### src/rtl/ext_bus_ctrl.sv
// ext_bus_ctrl: sequences 1-4 byte memory requests onto an 8-bit multiplexed address/data bus
module ext_bus_ctrl #(
    parameter int          WAIT_CYCLES = 2,
    parameter logic [15:0] ROM_END     = 16'h8000
) (
    input  logic        clk,
    input  logic        nrst,
    input  logic [23:0] address,
    input  logic        read,
    input  logic        write,
    input  logic [2:0]  byteCount,
    input  logic [31:0] dataIn,
    output logic [31:0] dataOut,
    output logic        dataOutReady,
    output logic        dataInReady,
    output logic [7:0]  busOut,
    output logic        busOe,
    input  logic [7:0]  busIn,
    output logic        addressLatch0,
    output logic        addressLatch1,
    output logic        RAMChipEnable,
    output logic        RAMRead,
    output logic        RAMWrite,
    output logic        ROMChipEnable,
    output logic        ROMRead
);
    localparam int            WW        = (WAIT_CYCLES > 1) ? $clog2(WAIT_CYCLES) : 1;
    localparam logic [WW-1:0] WAIT_LAST = WW'(WAIT_CYCLES - 1);

    typedef enum logic [2:0] {IDLE, ADDR_LO, ADDR_HI, ACCESS, RECOVER, DONE} state_t;

    state_t        state_q, state_d;
    logic [15:0]   addr_q, addr_d;
    logic [2:0]    cnt_q, cnt_d;
    logic [31:0]   data_q, data_d;
    logic          wr_q, wr_d;
    logic [1:0]    idx_q, idx_d;
    logic [WW-1:0] wait_q, wait_d;
    logic [31:0]   data_out_q, data_out_d;
    logic [7:0]    bus_out_q, bus_out_d;
    logic          bus_oe_q, bus_oe_d;
    logic          out_rdy_q, out_rdy_d;
    logic          in_rdy_q, in_rdy_d;
    logic          al0_q, al0_d;
    logic          al1_q, al1_d;
    logic          ram_ce_q, ram_ce_d;
    logic          ram_rd_q, ram_rd_d;
    logic          ram_wr_q, ram_wr_d;
    logic          rom_ce_q, rom_ce_d;
    logic          rom_rd_q, rom_rd_d;
    logic [15:0]   byte_addr;
    logic          is_rom;
    logic          in_access;
    logic          wr_drive;

    // Transfer sequencing: request capture, byte stepping, wait counting and read-data capture
    always_comb begin
        state_d    = state_q;
        addr_d     = addr_q;
        cnt_d      = cnt_q;
        data_d     = data_q;
        wr_d       = wr_q;
        idx_d      = idx_q;
        wait_d     = wait_q;
        data_out_d = data_out_q;
        case (state_q)
            IDLE: begin
                if (read || write) begin
                    wr_d       = !read;
                    addr_d     = address[15:0];
                    cnt_d      = (byteCount > 3'd4) ? 3'd4 : byteCount;
                    data_d     = dataIn;
                    idx_d      = 2'd0;
                    data_out_d = read ? 32'd0 : data_out_q;
                    state_d    = (byteCount == 3'd0) ? DONE : ADDR_LO;
                end
            end
            ADDR_LO: state_d = ADDR_HI;
            ADDR_HI: begin
                wait_d  = '0;
                state_d = ACCESS;
            end
            ACCESS: begin
                if (wait_q == WAIT_LAST) begin
                    state_d = RECOVER;
                    if (!wr_q) data_out_d[{idx_q, 3'b000} +: 8] = busIn;
                end else begin
                    wait_d = wait_q + 1'b1;
                end
            end
            RECOVER: begin
                if ({1'b0, idx_q} + 3'd1 < cnt_q) begin
                    idx_d   = idx_q + 2'd1;
                    state_d = ADDR_LO;
                end else begin
                    state_d = DONE;
                end
            end
            DONE:    state_d = IDLE;
            default: state_d = IDLE;
        endcase
    end

    // Pin values for the state being entered, so every pin comes straight from a flop
    always_comb begin
        byte_addr = addr_d + {14'd0, idx_d};
        is_rom    = byte_addr < ROM_END;
        in_access = state_d == ACCESS;
        wr_drive  = wr_d && (in_access || state_d == RECOVER);
        al0_d     = state_d == ADDR_LO;
        al1_d     = state_d == ADDR_HI;
        ram_ce_d  = in_access && !is_rom;
        ram_rd_d  = in_access && !is_rom && !wr_d;
        ram_wr_d  = in_access && !is_rom && wr_d;
        rom_ce_d  = in_access && is_rom && !wr_d;
        rom_rd_d  = in_access && is_rom && !wr_d;
        bus_oe_d  = al0_d || al1_d || wr_drive;
        bus_out_d = al0_d ? byte_addr[7:0] : al1_d ? byte_addr[15:8] :
                    wr_drive ? data_d[{idx_d, 3'b000} +: 8] : 8'h00;
        out_rdy_d = state_d == DONE && !wr_d;
        in_rdy_d  = state_d == DONE && wr_d;
    end

    // State and output registers; reset clears everything at once, including mid-transfer
    always_ff @(posedge clk or negedge nrst) begin
        if (!nrst) begin
            state_q    <= IDLE;
            addr_q     <= '0;
            cnt_q      <= '0;
            data_q     <= '0;
            wr_q       <= 1'b0;
            idx_q      <= '0;
            wait_q     <= '0;
            data_out_q <= '0;
            bus_out_q  <= '0;
            bus_oe_q   <= 1'b0;
            out_rdy_q  <= 1'b0;
            in_rdy_q   <= 1'b0;
            al0_q      <= 1'b0;
            al1_q      <= 1'b0;
            ram_ce_q   <= 1'b0;
            ram_rd_q   <= 1'b0;
            ram_wr_q   <= 1'b0;
            rom_ce_q   <= 1'b0;
            rom_rd_q   <= 1'b0;
        end else begin
            state_q    <= state_d;
            addr_q     <= addr_d;
            cnt_q      <= cnt_d;
            data_q     <= data_d;
            wr_q       <= wr_d;
            idx_q      <= idx_d;
            wait_q     <= wait_d;
            data_out_q <= data_out_d;
            bus_out_q  <= bus_out_d;
            bus_oe_q   <= bus_oe_d;
            out_rdy_q  <= out_rdy_d;
            in_rdy_q   <= in_rdy_d;
            al0_q      <= al0_d;
            al1_q      <= al1_d;
            ram_ce_q   <= ram_ce_d;
            ram_rd_q   <= ram_rd_d;
            ram_wr_q   <= ram_wr_d;
            rom_ce_q   <= rom_ce_d;
            rom_rd_q   <= rom_rd_d;
        end
    end

    assign dataOut       = data_out_q;
    assign dataOutReady  = out_rdy_q;
    assign dataInReady   = in_rdy_q;
    assign busOut        = bus_out_q;
    assign busOe         = bus_oe_q;
    assign addressLatch0 = al0_q;
    assign addressLatch1 = al1_q;
    assign RAMChipEnable = ram_ce_q;
    assign RAMRead       = ram_rd_q;
    assign RAMWrite      = ram_wr_q;
    assign ROMChipEnable = rom_ce_q;
    assign ROMRead       = rom_rd_q;
endmodule

### config.mk
export PLATFORM = sky130hd
export DESIGN_NAME = ext_bus_ctrl
export DESIGN_NICKNAME = d
export VERILOG_FILES = /design/src/rtl/ext_bus_ctrl.sv
export SDC_FILE = /design/constraint.sdc
export NUM_CORES = 1
export LEC_CHECK = 0
export ABC_AREA = 0
export CAP_MARGIN = 0
export CELL_PAD_IN_SITES_DETAIL_PLACEMENT = 0
export CELL_PAD_IN_SITES_GLOBAL_PLACEMENT = 1
export CORE_MARGIN = 5
export CORE_UTILIZATION = 42
export CTS_CLUSTER_SIZE = 8
export DETAILED_ROUTE_END_ITERATION = 12
export GPL_ROUTABILITY_DRIVEN = 0
export PLACE_DENSITY = 0.92
export SLEW_MARGIN = 10
export SYNTH_ARGS = -nofsm -noshare
export SYNTH_HDL_FRONTEND = slang
export SYNTH_SLANG_ARGS = --single-unit
export TNS_END_PERCENT = 50
### constraint.sdc
create_clock -name clk -period 8.6 [get_ports clk]
set_clock_uncertainty 0.1 [all_clocks]
set_input_delay 0.86 -clock clk [delete_from_list [all_inputs] [get_ports clk]]
set_output_delay 0.86 -clock clk [all_outputs]
set_load 0.005 [all_outputs]
# Word-level counts from Yosys, hierarchy flattened
# Cells that the tools add are included.
# word_totals
output_inout_bits	50
inputBits	71
register_bits	107
# classes
reduce_logical	21
eq_ne	13
n_mux	26
n_addsub	5
magnitude_cmp	3
n_shift	3
# ops
cell	count
$mux W32	6
$pmux W32 S2	1
$bwmux W32	1
$mux W16	2
$shift A8 B7 Y32 const A	1
$shiftx A32 B6 Y8	1
$shiftx A8 B7 Y32	1
$mux W8	3
$add A16 B2 Y16	1
$lt A16 B16 Y1 const B	1
$mux W3	5
$pmux W3 S5	1
$eq A3 B2 Y1 const B	4
$eq A3 B3 Y1 const B	3
$logic_and A1 B1 Y1	8
$ne A2 B2 Y1 const B	4
$neg A5 Y7	1
$eq A3 B1 Y1 const B	2
$logic_not A3 Y1	2
$reduce_and A5 Y1	1
$logic_or A1 B1 Y1	4
$mux W2	2
$pmux W2 S2	1
$reduce_bool A2 Y1	2
9 further kinds	13

# Depth between registers and ports, before layout
# Gate-level depths: netlist of the first run.
# logic_depth
word_depth	10
depth_mapped	16
mapped_depth_nobuf	14

# Least setup slack after synthesis of the first run
# No wires, ideal clock.
# synth_path
kind	register to register
startpoint	register idx_q[0]
endpoint	register ram_rd_q (netlist: RAMRead)
setup_slack_ns	4.911
path_buffers	1
setup_time_ns	0.073
required_time_ns	8.427
period_less_slack_ns	3.689
stages_incl_launch_ff	15
arrival_time_ns	3.516
path_cell_list	dfrtp_1 > inv_1 > ha_1 > ha_1 > nand2_1 > o211ai_2 > mux2i_4 > buf_6 > ha_1 > a21oi_1 > or4b_4 > o32a_1 > xnor2_2 > nand3_2 > nor2_1
# synth_via
elab_chain_len	9
elab_cells_between_ends	14
# synth_rtl
item	line_no	source
from (decl)	37	logic [1:0] idx_q, idx_d;
from (signal assigned)	152	idx_q <= idx_d;
$add A2 B1 Y3	92	if ({1'b0, idx_q} + 3'd1 < cnt_q) begin
$lt A3 B3 Y1	92	
$mux W2 *	92	
$pmux W2 S2 *	66	case (state_q)
via idx_d[1]	37	
$add A16 B2 Y16 *	106	byte_addr = addr_d + {14'd0, idx_d};
$lt A16 B16 Y1 *	107	is_rom = byte_addr < ROM_END;
$logic_not A1 Y1 *	113	ram_rd_d = in_access && !is_rom && !wr_d;
$logic_and A1 B1 Y1 * (2 in series)	113	
via ram_rd_d	47	logic ram_rd_q, ram_rd_d;
to (signal assigned)	162	ram_rd_q <= ram_rd_d;
to (decl)	47	
# Mark *: on every way through the listed nets, which the timed path passes. The rest lies on a longest branch.
# A chain may end at the register's enable or synchronous reset.

# Final worst setup path of the first run
# layout_path
startpoint	register idx_q[0]
endpoint	register ram_wr_q (netlist: RAMWrite)
# layout_via
elab_chain_len	9
elab_cells_between_ends	14
# layout_rtl
item	line_no	source
$add A2 B1 Y3	92	
$lt A3 B3 Y1	92	
$mux W2	92	
$pmux W2 S2	66	
$add A16 B2 Y16	106	
$lt A16 B16 Y1	107	
$logic_not A1 Y1	114	ram_wr_d = in_access && !is_rom && wr_d;
$logic_and A1 B1 Y1 * (2 in series)	114	
via ram_wr_d	48	logic ram_wr_q, ram_wr_d;
to (signal assigned)	163	ram_wr_q <= ram_wr_d;
to (decl)	48	
# Marks and branches as above.

==> results of run 1 <==
layout make-up:
cell class	count	area (µm²)	area share [%]
Clock inverter	6	113	1.68
Tap cell	168	210	3.13
Timing Repair Buffer	113	1130	16.8
Inverter	9	33.8	0.504
Multi-Input combinational cell	347	2320	34.6
Clock buffer	10	229	3.41
Sequential cell	107	2680	39.9
power by group through the flow:
stage / sequential, mW / clock, mW / combinational, mW
2_1_floorplan: 0.787 / 0 / 0.622
3_3_place_gp: 0.804 / 0 / 0.873
3_5_place_dp: 0.812 / 0 / 0.898
4_1_cts: 0.807 / 0.483 / 0.904
5_1_grt: 0.827 / 0.503 / 0.998
6_report: 0.806 / 0.474 / 0.898
metal layers:
| layer | track usage [%] | vias up | part of all wire, % |
|---|---|---|---|
| li1 | - | 1889 | - |
| met1 | 23.9 | 1956 | 43 |
| met2 | 29.1 | 165 | 48 |
| met3 | 4.94 | 32 | 6.9 |
| met4 | 6.94 | 0 | 2.5 |
| met5 | 0 | - | 0 |
cell usage in the layout (no fill, tap or decap), types with 5 or more instances in the layout:
cell type / instances
a21oi_1: 8
and4_1: 9
clkbuf_16: 9
clkdlybuf4s50_1: 111
dfrtp_1: 107
ha_1: 9
inv_1: 9
mux2_2: 48
mux2i_1: 6
nand2_1: 114
nand3_1: 8
nand4_1: 10
nor2_1: 11
nor3_1: 5
o211ai_1: 8
o21ai_0: 43
xnor2_1: 5
xor2_1: 7
final timing paths:
kind,endpoint,slack (ns)
max,RAMWrite,4.22
min,dataOut[18],0.33
max reg2reg,RAMWrite,4.22
min reg2reg,cnt_q[0],0.37
max in group asynchronous,addr_q[12],6.79
min in group clk,cnt_q[0],0.37
cells by family after synthesis:
| family | after synthesis | share of synthesized area (%) |
|---|---|---|
| AO/OA/AOI/OAI | 85 | 10.4 |
| AND/OR/NAND/NOR | 182 | 17.0 |
| adder cells (fa/ha/maj) | 10 | 2.56 |
| XOR/XNOR | 13 | 2.35 |
| flip-flops | 107 | 51.8 |
| buffers and inverters | 28 | 3.41 |
| multiplexers | 57 | 12.5 |
flip-flops by register name (all words and copies together), names as in the netlist:
signal,count
RAMWrite,1
RAMRead,1
addressLatch0,1
wait_q,1
data_q,32
idx_q,2
dataInReady,1
busOut,8
cnt_q,3
busOe,1
ROMRead,1
addr_q,16
wr_q,1
addressLatch1,1
RAMChipEnable,1
dataOut,32
dataOutReady,1
state_q,3
per-stage QoR:
stage	instance area [µm²]	hold slack, ns	utilization [%]	setup WS [ns]
after floorplan	5170	0.330	-	4.91
final	6710	0.327	55.6	4.22
after global placement	6360	0.351	52.8	4.06
after CTS	6710	0.328	55.6	4.19
after global routing	6710	0.352	55.6	3.94
after detailed placement	6360	0.358	52.8	3.97
==> results by group, run 1 <==
Run status
  – Status: completed

STA
  – Fin crit share: 50.9%
  – Final Hold Viols: 0
  – Setup tns final: 0 ns
  – Min cycle time layout: 4.38 ns
  – Worst Max-Slew Pin Slew: 0.952 ns
  – Max Slew Vio Count: 0
  – RSZ-0062 raised after global routing: no
  – Relative slew margins: 36.6%
  – Final setup fails: 0
  – Fmax: 229 MHz

Floorplan
  – Die width: 121 µm
  – I/O pin count: 121
  – Initial Utilization: 42.9%
  – Die area: 14600 µm²
  – Die height: 121 µm
  – Core area: 12100 µm²
  – Row count: 40

GRT
  – Vias in the first global route: 4138
  – Initial antenna violation count: 0
  – Global route overflow: 0
  – Total track usage: 18.3%
  – First-pass GRT wire length: 21.1 mm
  – Largest net degree at the start of global routing: 78

Yosys
  – Seq/Total Area, Yosys: 51.8%
  – Top-count cell post-synth: nand2_1
  – Yosys top cell area share: 51.8%
  – Post-synth EDFFs: 0
  – Post-synth top flop: dfrtp_1
  – Avg Cell Area, Syn: 10.7 µm²
  – Synth top area cells: dfrtp_1 52%, mux2_2 10%, nand2_1 8.3%, o21ai_0 4.2%, ha_1 2.2%
  – Mapped Cells: 482
  – Post-synth ARST share: 100%
  – Distinct cells, synth: 55
  – Synth area leader: dfrtp_1
  – Synthesized area: 5170 µm²
  – Top cells by count, synth: 114 x nand2_1, 107 x dfrtp_1, 48 x mux2_2, 43 x o21ai_0, 11 x nor2_1
  – Synth warn: 0
  – FF+latch count, synth: 107
  – Synthesized Nets: 563

Setup path
  – Slowest stage cell, crit path: mux2i_4
  – Critical Path RT: 8.78 ns
  – Crit path buf inv count: 1
  – CP Capture Type: flop
  – Worst Path Arrival: 4.56 ns
  – Cells on worst reg2reg path: 13
  – CP cell instances: inv_1 > ha_1 > ha_1 > nand2_1 > o211ai_2 > mux2i_4 > ha_1 > a21oi_1 > or4b_4 > o32a_1 > xnor2_2 > nand3_2 > nor2_1
  – CP top delay family: adder cells
  – Kind of start point of the critical path: flop
  – Critical path origin: idx_q[0]
  – Crit-path max FO: 21
  – CP Depth: 13
  – Critical R2R Launch: idx_q[0]
  – Setup CP Type: reg -> reg
  – Crit-path most repeated cell: ha_1
  – Slowest stage delay, CP: 0.78 ns

CTS
  – Clock Latency Late Sink: 0.35 ns
  – CTS resizes: 0
  – Post-CTS Setup Inserts: 0
  – Clock Sinks: 107
  – Root buf cell: clkbuf_16
  – Cts hold-fix bufs: 0
  – Clock buffer depth: 2
  – Clock transition at path regs: 0.07 ns
  – Cts bufs inserted: 9
  – CTS tree: yes
  – H-tree depth: 3

Power
  – Overall Power: 2.18 mW
  – Internal power: 1.41 mW
  – Clk network pwr share: 21.8%
  – Switch Pwr: 0.764 mW
  – Logic pwr share: 41.2%
  – Leakage: 2.76 nW
  – Sw frac: 35.1%
  – Cell Pwr Density: 325 nW/µm²
  – Seq pwr share: 37.0%
  – Max VDD drop: 0.163 mV

Cells and area
  – Finished Layout Cells: 760
  – # nets final: 668
  – Fillers: 1027
  – Area Growth Syn to Fin: 29.7%
  – Layout cell share with drive strength beyond 1: 13.5%
  – N_diodes: 0

Routing
  – Vias per inst: 5.32
  – # DRC: 0
  – Via count: 4042
  – Final ANT Viol Nets: 0
  – DR pass1 iterations: 6
  – Drt initial violations: 386
  – WL final: 13.0 mm
  – Routed len/inst: 17.1 µm

Hold path
  – Min-delay worst type: in -> async

Placed design
  – DP Cell Count: 744
  – Port-buffer cells: 112
  – Post-detail-place hpwl: 9.38 mm

Run
  – Max Cap Viol: 0
Power figures use the tool's default switching activity.
==> run 2: changes to the inputs <==
--- a/config.mk
+++ b/config.mk
@@ -10,11 +10,11 @@
 export CELL_PAD_IN_SITES_DETAIL_PLACEMENT = 0
 export CELL_PAD_IN_SITES_GLOBAL_PLACEMENT = 1
 export CORE_MARGIN = 5
-export CORE_UTILIZATION = 42
+export CORE_UTILIZATION = 39
 export CTS_CLUSTER_SIZE = 8
 export DETAILED_ROUTE_END_ITERATION = 12
 export GPL_ROUTABILITY_DRIVEN = 0
-export PLACE_DENSITY = 0.92
+export PLACE_DENSITY = 0.87
 export SLEW_MARGIN = 10
 export SYNTH_ARGS = -nofsm -noshare
 export SYNTH_HDL_FRONTEND = slang
==> constraint.sdc (replaced) <==
create_clock -name clk -period 4.15 [get_ports clk]
set_clock_uncertainty 0.1 [all_clocks]
set_input_delay 0.415 -clock clk [delete_from_list [all_inputs] [get_ports clk]]
set_output_delay 0.415 -clock clk [all_outputs]
set_load 0.005 [all_outputs]
==> run 2 against run 1 <==
  * Combinational power grew 110%
  * Fmax grew 15%
  * Final area is essentially flat
  * Critical path type unchanged
  * Setup slack lost 3.9 ns
  * Via count shrank 2.7%
==> results by group, run 2 (synthesis results as in run 1) <==
Run status
  – Status: completed

CTS
  – CTS tree: yes
  – Clock Sinks: 107
  – Clock Latency Late Sink: 0.35 ns
  – Cts bufs inserted: 9
  – H-tree depth: 3
  – Clock transition at path regs: 0.07 ns
  – Clock buffer depth: 2
  – Post-CTS Setup Inserts: 0
  – Root buf cell: clkbuf_16

Setup path
  – CP Capture Type: flop
  – Crit-path max FO: 9
  – R2R Path End: RAMWrite
  – Kind of start point of the critical path: flop
  – CP cell instances: inv_1 > ha_1 > ha_1 > nand2_1 > o211ai_2 > nand3_1 > o21ai_0 > ha_1 > a21oi_1 > or4b_4 > o32a_1 > xnor2_2 > nand3_2 > nor2_1
  – Slowest stage cell, crit path: or4b_4
  – Crit-path most repeated cell: ha_1
  – Critical Path RT: 4.33 ns
  – Worst Path Arrival: 3.98 ns
  – Critical R2R Launch: idx_q[0]
  – Setup CP Type: reg -> reg
  – Crit path buf inv count: 1
  – Cells on worst reg2reg path: 14
  – CP top delay family: simple AND/OR/NAND/NOR gates
  – Reg2Reg Setup Slack: 0.35 ns
  – Slowest stage delay, CP: 0.56 ns

Routing
  – DR pass1 iterations: 4
  – # DRC: 0
  – Drt initial violations: 364
  – Routed len/inst: 16.4 µm
  – Final ANT Viol Nets: 0
  – Vias per inst: 5.09
  – Via count: 3932
  – WL final: 12.7 mm

Cells and area
  – Fillers: 1220
  – Area occupied by multi-input gates: 2320 µm²
  – Commonest cells after routing, fill and taps aside: 114 x nand2_1, 111 x clkdlybuf4s50_1, 106 x dfrtp_1
  – Commonest non-fill, non-tap cell in the layout: nand2_1
  – Design area: 6700 µm²
  – Area Growth Syn to Fin: 29.6%
  – FF/Latch Area: 2680 µm²
  – Layout cell share with drive strength beyond 1: 14.4%
  – Final Util: 51.0%
  – # nets final: 672
  – N_diodes: 0

Power
  – Overall Power: 4.38 mW
  – Max VDD drop: 0.288 mV
  – Leakage: 2.75 nW
  – Cell Pwr Density: 653 nW/µm²

STA
  – Fmax: 263 MHz
  – Hold slack: 0.127 ns
  – Worst Max-Slew Pin Slew: 0.965 ns
  – Final Hold Viols: 0
  – Setup tns final: 0 ns
  – Min cycle time layout: 3.80 ns
  – RSZ-0062 raised after global routing: no
  – Final setup fails: 0
  – Relative slew margins: 35.7%
  – Fin crit share: 91.7%
  – Max Slew Vio Count: 0

Floorplan
  – I/O pin count: 121
  – Initial Utilization: 39.4%
  – Die area: 15700 µm²
  – Die height: 125 µm
  – Die width: 125 µm
  – Row count: 42
  – Core area: 13100 µm²

GRT
  – Total track usage: 16.7%
  – Initial antenna violation count: 0
  – GR Util met3: 5.03%
  – First-pass GRT wire length: 21.1 mm
  – Vias in the first global route: 4044
  – GRT met1 Usage: 22.3%
  – Largest net degree at the start of global routing: 77
  – Met2 Use GR: 26.8%
  – Global route overflow: 0
  – Most Used Layer, Global Route: met2

Placed design
  – Placed cell areas: 6400 µm²
  – Post-detail-place hpwl: 9.35 mm
  – Port-buffer cells: 112

Hold path
  – Min-delay worst type: in -> async

Run
  – Max Cap Viol: 0
run 2: cell count changes in the layout (fill, tap and decap cells not counted), sizes merged:
cell / delta
buf: +4
clkinvlp: +2
clkbuf: +1
inv: +1
clkinv: -1
bufinv: -3
run 2: how the worst max path moves through the flow:
stage / to / from / slack [ns] / cells past startpoint
after floorplan: RAMRead / idx_q[0] / 0.46 / 14
after global placement: busOut[7] / idx_q[0] / 0.43 / 14
after detailed placement: RAMWrite / idx_q[0] / 0.26 / 14
after CTS: RAMWrite / idx_q[0] / 0.23 / 14
after global routing: RAMWrite / idx_q[0] / 0.07 / 14
final: RAMWrite / idx_q[0] / 0.35 / 14
run 2: timing repair:
action,in CTS,in global routing
endpoints found under the setup margin,0,3
endpoints found under the hold margin,0,0
gates resized for setup,0,1
hold buffers,0,0
run 2: power by group:
| group | switching [mW] | internal [mW] | total (mW) |
|---|---|---|---|
| clock | 0.398 | 0.448 | 0.846 |
| combinational | 0.973 | 0.902 | 1.88 |
| sequential | 0.205 | 1.45 | 1.66 |
run 2: layout make-up:
type                       count  area share (%)
timing repair buffer         117            17.2
clock buffer                  11            3.77
multi-input combinational    347            34.6
inverter                       9           0.504
tap                          176            3.29
clock inverter                 5           0.653
sequential                   107            40.0
run 2: metal layers:
| metal | up-vias | share of wire (%) |
|---|---|---|
| met1 | 1885 | 45 |
| met3 | 16 | 6.4 |
| li1 | 1905 | - |
| met2 | 126 | 47 |
| met4 | 0 | 1.3 |
| met5 | - | 0 |
run 2: through the flow:
stage | setup slack (ns) | cells
after detailed placement | 0.263 | 756
after global placement | 0.429 | 756
after CTS | 0.225 | 772
final | 0.347 | 772
after floorplan | 0.461 | 482
after global routing | 0.0686 | 772
